`config.mk`:
```
export PLATFORM = sky130hd
export DESIGN_NAME = bcd_timer_ctrl
export DESIGN_NICKNAME = d
export VERILOG_FILES = /design/src/rtl/bcd_timer_pkg.sv /design/src/rtl/bcd_down2.sv /design/src/rtl/bcd_timer_ctrl.sv
export SDC_FILE = /design/constraint.sdc
export NUM_CORES = 1
export LEC_CHECK = 0
export ABC_AREA = 1
export BUFFER_PORTS_ARGS = -buffer_cell sky130_fd_sc_hd__buf_2
export CORE_MARGIN = 5
export CORE_UTILIZATION = 55
export CTS_CLUSTER_SIZE = 30
export DETAILED_ROUTE_END_ITERATION = 16
export GPL_TIMING_DRIVEN = 0
export PLACE_DENSITY = 0.79
export SETUP_SLACK_MARGIN = 0.4
export SLEW_MARGIN = 15
export SYNTH_ARGS = -nofsm -noshare
export SYNTH_HDL_FRONTEND = slang
export SYNTH_HIERARCHICAL = 1
export SYNTH_SLANG_ARGS = --single-unit
```
`constraint.sdc`:
```
create_clock -name clk -period 2.4 [get_ports clk]
set_clock_uncertainty 0.05 [all_clocks]
set_input_delay 0.24 -clock clk [delete_from_list [all_inputs] [get_ports clk]]
set_output_delay 0.24 -clock clk [all_outputs]
set_load 0.03 [all_outputs]
```
`src/rtl/bcd_timer_pkg.sv`:
```
// Shared types, widths and helpers for the 2-digit BCD countdown timer.
package bcd_timer_pkg;

    localparam int unsigned BCD_W   = 4;
    localparam int unsigned BCD_MAX = 9;

    typedef enum logic [1:0] {
        StIdle  = 2'd0,
        StRun   = 2'd1,
        StPause = 2'd2,
        StDone  = 2'd3
    } state_e;

    // Saturate a 4-bit value to a legal BCD digit.
    function automatic logic [BCD_W-1:0] clamp_digit(input logic [BCD_W-1:0] d);
        return (d > BCD_W'(BCD_MAX)) ? BCD_W'(BCD_MAX) : d;
    endfunction

endpackage

```
`src/rtl/bcd_down2.sv`:
```
// Two-digit BCD down counter with parallel load; holds at 00 instead of wrapping.
module bcd_down2
    import bcd_timer_pkg::*;
#(
    parameter int unsigned RST_TENS = 3,
    parameter int unsigned RST_ONES = 0
) (
    input  logic             clk,
    input  logic             rst,
    input  logic             load,
    input  logic [BCD_W-1:0] load_tens,
    input  logic [BCD_W-1:0] load_ones,
    input  logic             en,
    output logic [BCD_W-1:0] tens,
    output logic [BCD_W-1:0] ones,
    output logic             is_zero,
    output logic             is_one
);

    logic [BCD_W-1:0] tens_q, tens_d;
    logic [BCD_W-1:0] ones_q, ones_d;

    assign is_zero = (tens_q == '0) && (ones_q == '0);
    assign is_one  = (tens_q == '0) && (ones_q == BCD_W'(1));
    assign tens    = tens_q;
    assign ones    = ones_q;

    // Next count: load wins over decrement; decrement is suppressed at 00.
    always_comb begin
        tens_d = tens_q;
        ones_d = ones_q;
        if (load) begin
            tens_d = load_tens;
            ones_d = load_ones;
        end else if (en && !is_zero) begin
            if (ones_q != '0) begin
                ones_d = ones_q - BCD_W'(1);
            end else begin
                ones_d = BCD_W'(BCD_MAX);
                tens_d = tens_q - BCD_W'(1);
            end
        end
    end

    // Digit registers with synchronous reset to the preset value.
    always_ff @(posedge clk) begin
        if (rst) begin
            tens_q <= BCD_W'(RST_TENS);
            ones_q <= BCD_W'(RST_ONES);
        end else begin
            tens_q <= tens_d;
            ones_q <= ones_d;
        end
    end

endmodule

```
`src/rtl/bcd_timer_ctrl.sv`:
```
// Run/pause/clear controller for a 2-digit BCD countdown timer.
module bcd_timer_ctrl
    import bcd_timer_pkg::*;
#(
    parameter int unsigned PRESET_TENS = 3,
    parameter int unsigned PRESET_ONES = 0
) (
    input  logic             clk,
    input  logic             rst,
    input  logic             tick,
    input  logic             start_stop,
    input  logic             clear,
    input  logic             set_en,
    input  logic [BCD_W-1:0] set_tens,
    input  logic [BCD_W-1:0] set_ones,
    output logic [BCD_W-1:0] out1,
    output logic [BCD_W-1:0] out0,
    output logic             running,
    output logic             done,
    output logic             done_pulse,
    output logic             alarm
);

    localparam logic [BCD_W-1:0] PresetT = BCD_W'(PRESET_TENS);
    localparam logic [BCD_W-1:0] PresetO = BCD_W'(PRESET_ONES);

    state_e           state_q;
    logic [BCD_W-1:0] start_tens_q, start_ones_q;
    logic             running_q, done_q, done_pulse_q, alarm_q;

    logic             cnt_load, cnt_en, cnt_zero, cnt_one;
    logic [BCD_W-1:0] cnt_load_tens, cnt_load_ones;
    logic [BCD_W-1:0] set_tens_c, set_ones_c;

    assign set_tens_c = clamp_digit(set_tens);
    assign set_ones_c = clamp_digit(set_ones);

    // Counter control decode; priority clear > start_stop > set_en > tick.
    always_comb begin
        cnt_load      = 1'b0;
        cnt_en        = 1'b0;
        cnt_load_tens = start_tens_q;
        cnt_load_ones = start_ones_q;
        if (clear) begin
            cnt_load      = 1'b1;
            cnt_load_tens = PresetT;
            cnt_load_ones = PresetO;
        end else begin
            unique case (state_q)
                StIdle: begin
                    if (!start_stop && set_en) begin
                        cnt_load      = 1'b1;
                        cnt_load_tens = set_tens_c;
                        cnt_load_ones = set_ones_c;
                    end
                end
                StRun: begin
                    // A coincident start_stop pauses and drops the tick.
                    cnt_en = tick && !start_stop;
                end
                StPause: begin
                end
                StDone: begin
                    cnt_load = start_stop;
                end
            endcase
        end
    end

    bcd_down2 #(
        .RST_TENS(PRESET_TENS),
        .RST_ONES(PRESET_ONES)
    ) u_cnt (
        .clk      (clk),
        .rst      (rst),
        .load     (cnt_load),
        .load_tens(cnt_load_tens),
        .load_ones(cnt_load_ones),
        .en       (cnt_en),
        .tens     (out1),
        .ones     (out0),
        .is_zero  (cnt_zero),
        .is_one   (cnt_one)
    );

    // Sequencing FSM with start register and registered status flags.
    always_ff @(posedge clk) begin
        if (rst) begin
            state_q      <= StIdle;
            start_tens_q <= PresetT;
            start_ones_q <= PresetO;
            running_q    <= 1'b0;
            done_q       <= 1'b0;
            done_pulse_q <= 1'b0;
            alarm_q      <= 1'b0;
        end else begin
            done_pulse_q <= 1'b0;
            if (clear) begin
                state_q      <= StIdle;
                start_tens_q <= PresetT;
                start_ones_q <= PresetO;
                running_q    <= 1'b0;
                done_q       <= 1'b0;
                alarm_q      <= 1'b0;
            end else begin
                unique case (state_q)
                    StIdle: begin
                        if (start_stop) begin
                            // Starting from 00 would expire instantly; ignore it.
                            if (!cnt_zero) begin
                                state_q   <= StRun;
                                running_q <= 1'b1;
                            end
                        end else if (set_en) begin
                            start_tens_q <= set_tens_c;
                            start_ones_q <= set_ones_c;
                        end
                    end
                    StRun: begin
                        if (start_stop) begin
                            state_q   <= StPause;
                            running_q <= 1'b0;
                        end else if (tick && cnt_one) begin
                            state_q      <= StDone;
                            running_q    <= 1'b0;
                            done_q       <= 1'b1;
                            done_pulse_q <= 1'b1;
                            alarm_q      <= 1'b0;
                        end
                    end
                    StPause: begin
                        if (start_stop) begin
                            state_q   <= StRun;
                            running_q <= 1'b1;
                        end
                    end
                    StDone: begin
                        if (start_stop) begin
                            state_q <= StIdle;
                            done_q  <= 1'b0;
                            alarm_q <= 1'b0;
                        end else if (tick) begin
                            alarm_q <= ~alarm_q;
                        end
                    end
                endcase
            end
        end
    end

    assign running    = running_q;
    assign done       = done_q;
    assign done_pulse = done_pulse_q;
    assign alarm      = alarm_q;

endmodule
```
* Word level (Yosys, flattened, before mapping)
Cells that the tools add are included.
** Cells by class
- Bitwise gates (word level) :: 3
- Eq/ne operators :: 13
- Reduce and logical (&&, ||, !) cells :: 23
- Add/subtract/negate cells :: 2
- Order comparisons :: 2
- Mux-type cells :: 41
** Operators by type and width (number)
- 2-to-1 mux 4 bit :: 14
- 2-to-1 mux 1 bit :: 16
- inequality test 2 bit (second input constant) :: 7
- 2-to-1 mux 2 bit :: 6
- AND reduction 5 bit :: 2
- > comparator 4 bit (second input constant) :: 2
- logical NOT 4 bit :: 2
- one-hot mux 2 bit (4 select lines) :: 1
- AND reduction 4 bit :: 2
- subtractor 4 x 1 -> 4 bit (second input constant) :: 2
- logical AND 1 bit :: 6
- inequality test 3 bit (second input constant) :: 2
- one-hot mux 1 bit (2 select lines) :: 3
- == test 2 bit (second input constant) :: 2
- == test 4 x 1 -> 1 bit (second input constant) :: 1
- nonzero test 2 bit :: 2
- nonzero test 4 bit :: 1
- OR reduction 4 bit :: 1
- inverter 1 bit :: 3
- one-hot mux 1 bit (3 select lines) :: 1
- AND reduction 3 bit :: 1
- nonzero test 3 bit :: 1
- == test 2 x 1 -> 1 bit (second input constant) :: 1
- logical NOT 1 bit :: 2
- 3 further kinds :: 3
** Storage, ports and cells
- Output and inout bits :: 12
- Register bits :: 22

* Logic depth before layout (Yosys ltp)
- Depth in word-level cells :: 7
- Depth in mapped cells :: 14
- Gate-level depth less buffers :: 12

* Modules after synthesis
Netlist, hierarchy kept.
** Modules (own cells, without submodules)
- bcd_timer_ctrl :: cells an instance 118, times used 1, area each 818.3 sq um, sequential area each 280.3 sq um
- bcd_down2 :: cells an instance 88, times used 1, area each 585.6 sq um, sequential area each 160.2 sq um

* Worst setup path after synthesis
No wires, ideal clock.
- Path type :: reg2reg
- Start point :: register state_q[0]
- End point :: register u_cnt.tens_q[3] (netlist: u_cnt/tens[3])
- Path buffers :: 3
- Slack :: 412 ps
- Required time :: 2228 ps
- Stages on the path, launching flop included :: 14
- Arrival time :: 1816 ps
- Path through :: dfxtp_1 inv_1 ha_1 nand3_4 inv_2 buf_6 a21oi_1 o21ai_1 buf_4 inv_2 buf_2 nand3_1 nor2_1 nor3_2
** RTL lines
- from (decl) :: line bcd_timer_ctrl.sv:27 : state_e state_q;
- from (signal assigned) :: line bcd_timer_ctrl.sv:89 : state_q <= StIdle;
- from (signal assigned) :: line bcd_timer_ctrl.sv:99 : state_q <= StIdle;
- from (signal assigned) :: line bcd_timer_ctrl.sv:111 : state_q <= StRun;
- == test 2 bit / logical NOT 2 bit (equally long branches) :: line bcd_timer_ctrl.sv:49 : unique case (state_q)
- one-hot mux 1 bit (2 select lines) * :: line bcd_timer_ctrl.sv:49
- 2-to-1 mux 1 bit * :: line bcd_timer_ctrl.sv:44 : if (clear) begin
- named net cnt_load :: line bcd_timer_ctrl.sv:31 : logic cnt_load, cnt_en, cnt_zero, cnt_one;
- inequality test 2 bit (no line) / nonzero test 2 bit (equally long branches)
- AND reduction 2 bit (no line)
- to (signal assigned) :: line bcd_down2.sv:48 : tens_q <= BCD_W'(RST_TENS);
- to (signal assigned) :: line bcd_down2.sv:51 : tens_q <= tens_d;
- to (decl) :: line bcd_down2.sv:20 : logic [BCD_W-1:0] tens_q, tens_d;
The timed path passes the listed nets; every way through them passes the cells marked *.
A chain may end at the register's enable or synchronous reset.

* Final worst setup path
- Start point :: register state_q[0]
- End point :: register u_cnt.ones_q[3] (netlist: u_cnt/ones[3])
** RTL lines
- == test 2 bit / logical NOT 2 bit (equally long branches) :: line bcd_timer_ctrl.sv:49
- one-hot mux 1 bit (2 select lines) * :: line bcd_timer_ctrl.sv:49
- 2-to-1 mux 1 bit * :: line bcd_timer_ctrl.sv:44
- named net cnt_load :: line bcd_timer_ctrl.sv:31
- 2-to-1 mux 4 bit / nonzero test 2 bit (equally long branches)
- to (signal assigned) :: line bcd_down2.sv:49 : ones_q <= BCD_W'(RST_ONES);
- to (signal assigned) :: line bcd_down2.sv:52 : ones_q <= ones_d;
- to (decl) :: line bcd_down2.sv:21 : logic [BCD_W-1:0] ones_q, ones_d;
Marked as above.

==> impl_metrics.tcl <==
set metrics [dict create \
    drt_iter0_drc 84 \
    start_util_pct 57.2 \
    io_buffers 24 \
    register_area_um2 445 \
    syn_area_per_cell_um2 6.81 \
    crit_start "state_q[0]" \
    peakVddDrop_mv 0.411 \
    grt_pass1_wl_um 4930 \
    dieHeight_um 60.5 \
    cts.sinks 22 \
    hold_viol 0 \
    antenna_left 0 \
    p_leak_nw 0.788 \
    maxSlewViolCount 0 \
    fmax_mhz 524 \
    cts_buffers 3 \
    gp_congestion 0.885 \
    post-place-ws_ns 0.191 \
    tightest_slew_ns 0.374 \
    cp_max_fo 10 \
    syn_inst 206 \
    final_nets 260 \
    p_per_area_mw_per_mm2 518 \
    outcome "finished, final reports clean" \
    synth_seq_cells 22 \
    top_layer "met4" \
    synth_nets 226 \
    area_delta_synth_final_pct 18.6 \
    cp.arrival_ns 2.08 \
    antenna_found_initial 0 \
    die_w_um 60.5 \
    fillers 236 \
    yosys_warnings 6 \
    first_pass_iters 4 \
    hp-start "set_tens[0]" \
    grt-ovfl-total 0 \
    diodes 0 \
    dr_wl_met3_um 223 \
    clock_latency_ns 0.31 \
    ios 26 \
    vias 1397 \
    m1WireLength_um 1520 \
    multi_input_area_um2 842 \
    wl_met2_um 1490 \
    vias_per_cell 5.19 \
    cap_violations 0 \
    end_kind "flip-flop" \
    reg2reg_from "state_q[0]" \
    drc_errors 0 \
    ys_types 27 \
    first_global_vias 1120 \
    slew_headroom_pct 75.0 \
    grt_max_degree 13 \
    wl_um 3250 \
    layout-drive-gt1-share_pct 25.1 \
    seq_area_frac_synth_pct 31.4 \
    cts_root_buffer "clkbuf_4" \
    die-area_mm2 0.00366 \
    mappedNetlistArea_mm2 0.00140 \
    hold_buffers 0 \
    place_hpwl_um 2310 \
    critical_path_class "reg2reg" \
    required_ns 2.57 \
    post-route-min-period_ns 1.91 \
    final_util_pct 67.8 \
    h-tree-depth 1 \
    tritoncts "done" \
    setup_viol 0 \
    setup_ws_ns 0.492 \
    hold_path_class "in2reg" \
    wl_per_cell_um 12.1 \
    core_mm2 0.00245 \
    fin_crit_sh_pct 79.5 \
    clk_path_buf_depth 2 \
    start_kind "flip-flop" \
    tns_ns 0 \
    track_usage_pct 17.8 \
    clk_pin_slew_ns 0.13 \
    fp-row-count 18 \
    rsz0062_at_grt "yes" \
]
==> worst paths after layout <==
check / to / slack [ns] / cells past startpoint
min: start_tens_q[0] / 0.12 / 3
min reg2reg: start_ones_q[2] / 0.43 / 2
max: u_cnt/ones[3] / 0.49 / 14
max reg2reg: u_cnt/ones[3] / 0.49 / 14
==> cells by family (layout without fill, tap and decap cells) <==
group           count (synthesis)  after routing  share of synthesized area (%)
buf+inv                        32             65                           9.98
simple gates                  116            116                           40.6
fa+ha+maj                       6              6                           5.35
compound gates                 30             30                           12.7
flops                          22             22                           31.4
==> flip-flops by register name (all words and copies together) (netlist names) <==
signal / count
alarm: 1
running: 1
done_pulse: 1
done: 1
state_q: 2
u_cnt/ones: 4
u_cnt/tens: 4
start_ones_q: 4
start_tens_q: 4
==> per-stage QoR <==
step	power [mW]	instance area, um^2	hold slack, ns	cells
after CTS	0.851	1620	0.116	265
after global placement	0.633	1560	0.409	260
after detailed placement	0.635	1560	0.414	260
final	0.862	1670	0.125	269
after global routing	0.920	1670	0.113	269
after floorplan	0.578	1400	0.259	206
==> power breakdown <==
group / internal [mW] / total [mW] / leakage (nW) / switching, mW
clock network: 0.0926 / 0.209 / 0.0210 / 0.116
registers: 0.384 / 0.399 / 0.181 / 0.0153
logic: 0.0912 / 0.254 / 0.587 / 0.163
==> timing repair <==
action	in CTS	in global routing
cloned	0	1
setup endpoints to repair	6	8
pin swaps	1	1
setup buffers	1	3
resized for setup	5	6
==> layer usage <==
layer | track usage (%) | vias to the layer above
met4 | 7.12 | 0
met3 | 3.40 | 2
met5 | 0 | -
met1 | 24.7 | 627
li1 | - | 730
met2 | 27.3 | 38
==> final cells by class <==
class / count / area share (%)
buffer: 4 / 2.48
tap: 30 / 2.25
multi-input combinational: 152 / 50.6
sequential: 22 / 26.7
timing repair buffer: 29 / 9.32
clock buffer: 4 / 2.18
inverter: 28 / 6.46
==> placed cells by master, fill, tap and decap left out, drive strengths merged, types with 4 or more instances in the layout <==
cell / instances
o211ai: 5
dfxtp: 22
nand2: 53
o21ai: 15
nor2: 38
buf: 33
a21oi: 10
ha: 6
clkbuf: 4
inv: 28
nand3: 17
nand4: 5
==> Yosys cell counts <==
library cell,number,area (um^2)
inv_2,4,15.0
a21oi_1,10,50.1
nand2_1,50,188
o21ai_2,1,8.76
nor2_1,35,131
buf_2,1,5.00
buf_6,2,22.5
nor2_2,1,6.26
nand2_4,2,22.5
nor3_2,1,10.0
nor2_4,1,11.3
o21ai_4,1,16.3
nor2_8,1,20.0
nor3_1,1,5.00
nor4_1,1,6.26
nand2_2,1,6.26
buf_4,1,7.51
o21ai_0,12,60.1
dfxtp_1,22,440
nand3_2,2,20.0
o21ai_1,1,5.00
nand3_4,3,52.6
ha_1,6,75.1
inv_1,24,90.1
nand4_1,5,31.3
o211ai_1,5,37.5
nand3_1,12,60.1
==> critical path, stage by stage, from the launching register on <==
cell     delay (ns)
dfxtp_4        0.36
inv_1          0.14
ha_4           0.18
nand3_4        0.08
inv_2          0.07
buf_6          0.14
a21oi_1        0.05
o21ai_1        0.13
buf_4          0.17
inv_4          0.06
buf_6          0.12
nor2_1         0.09
nor2_1         0.06
nand2_1        0.09
nor2_2         0.04
(Power assumes the default switching activity.)
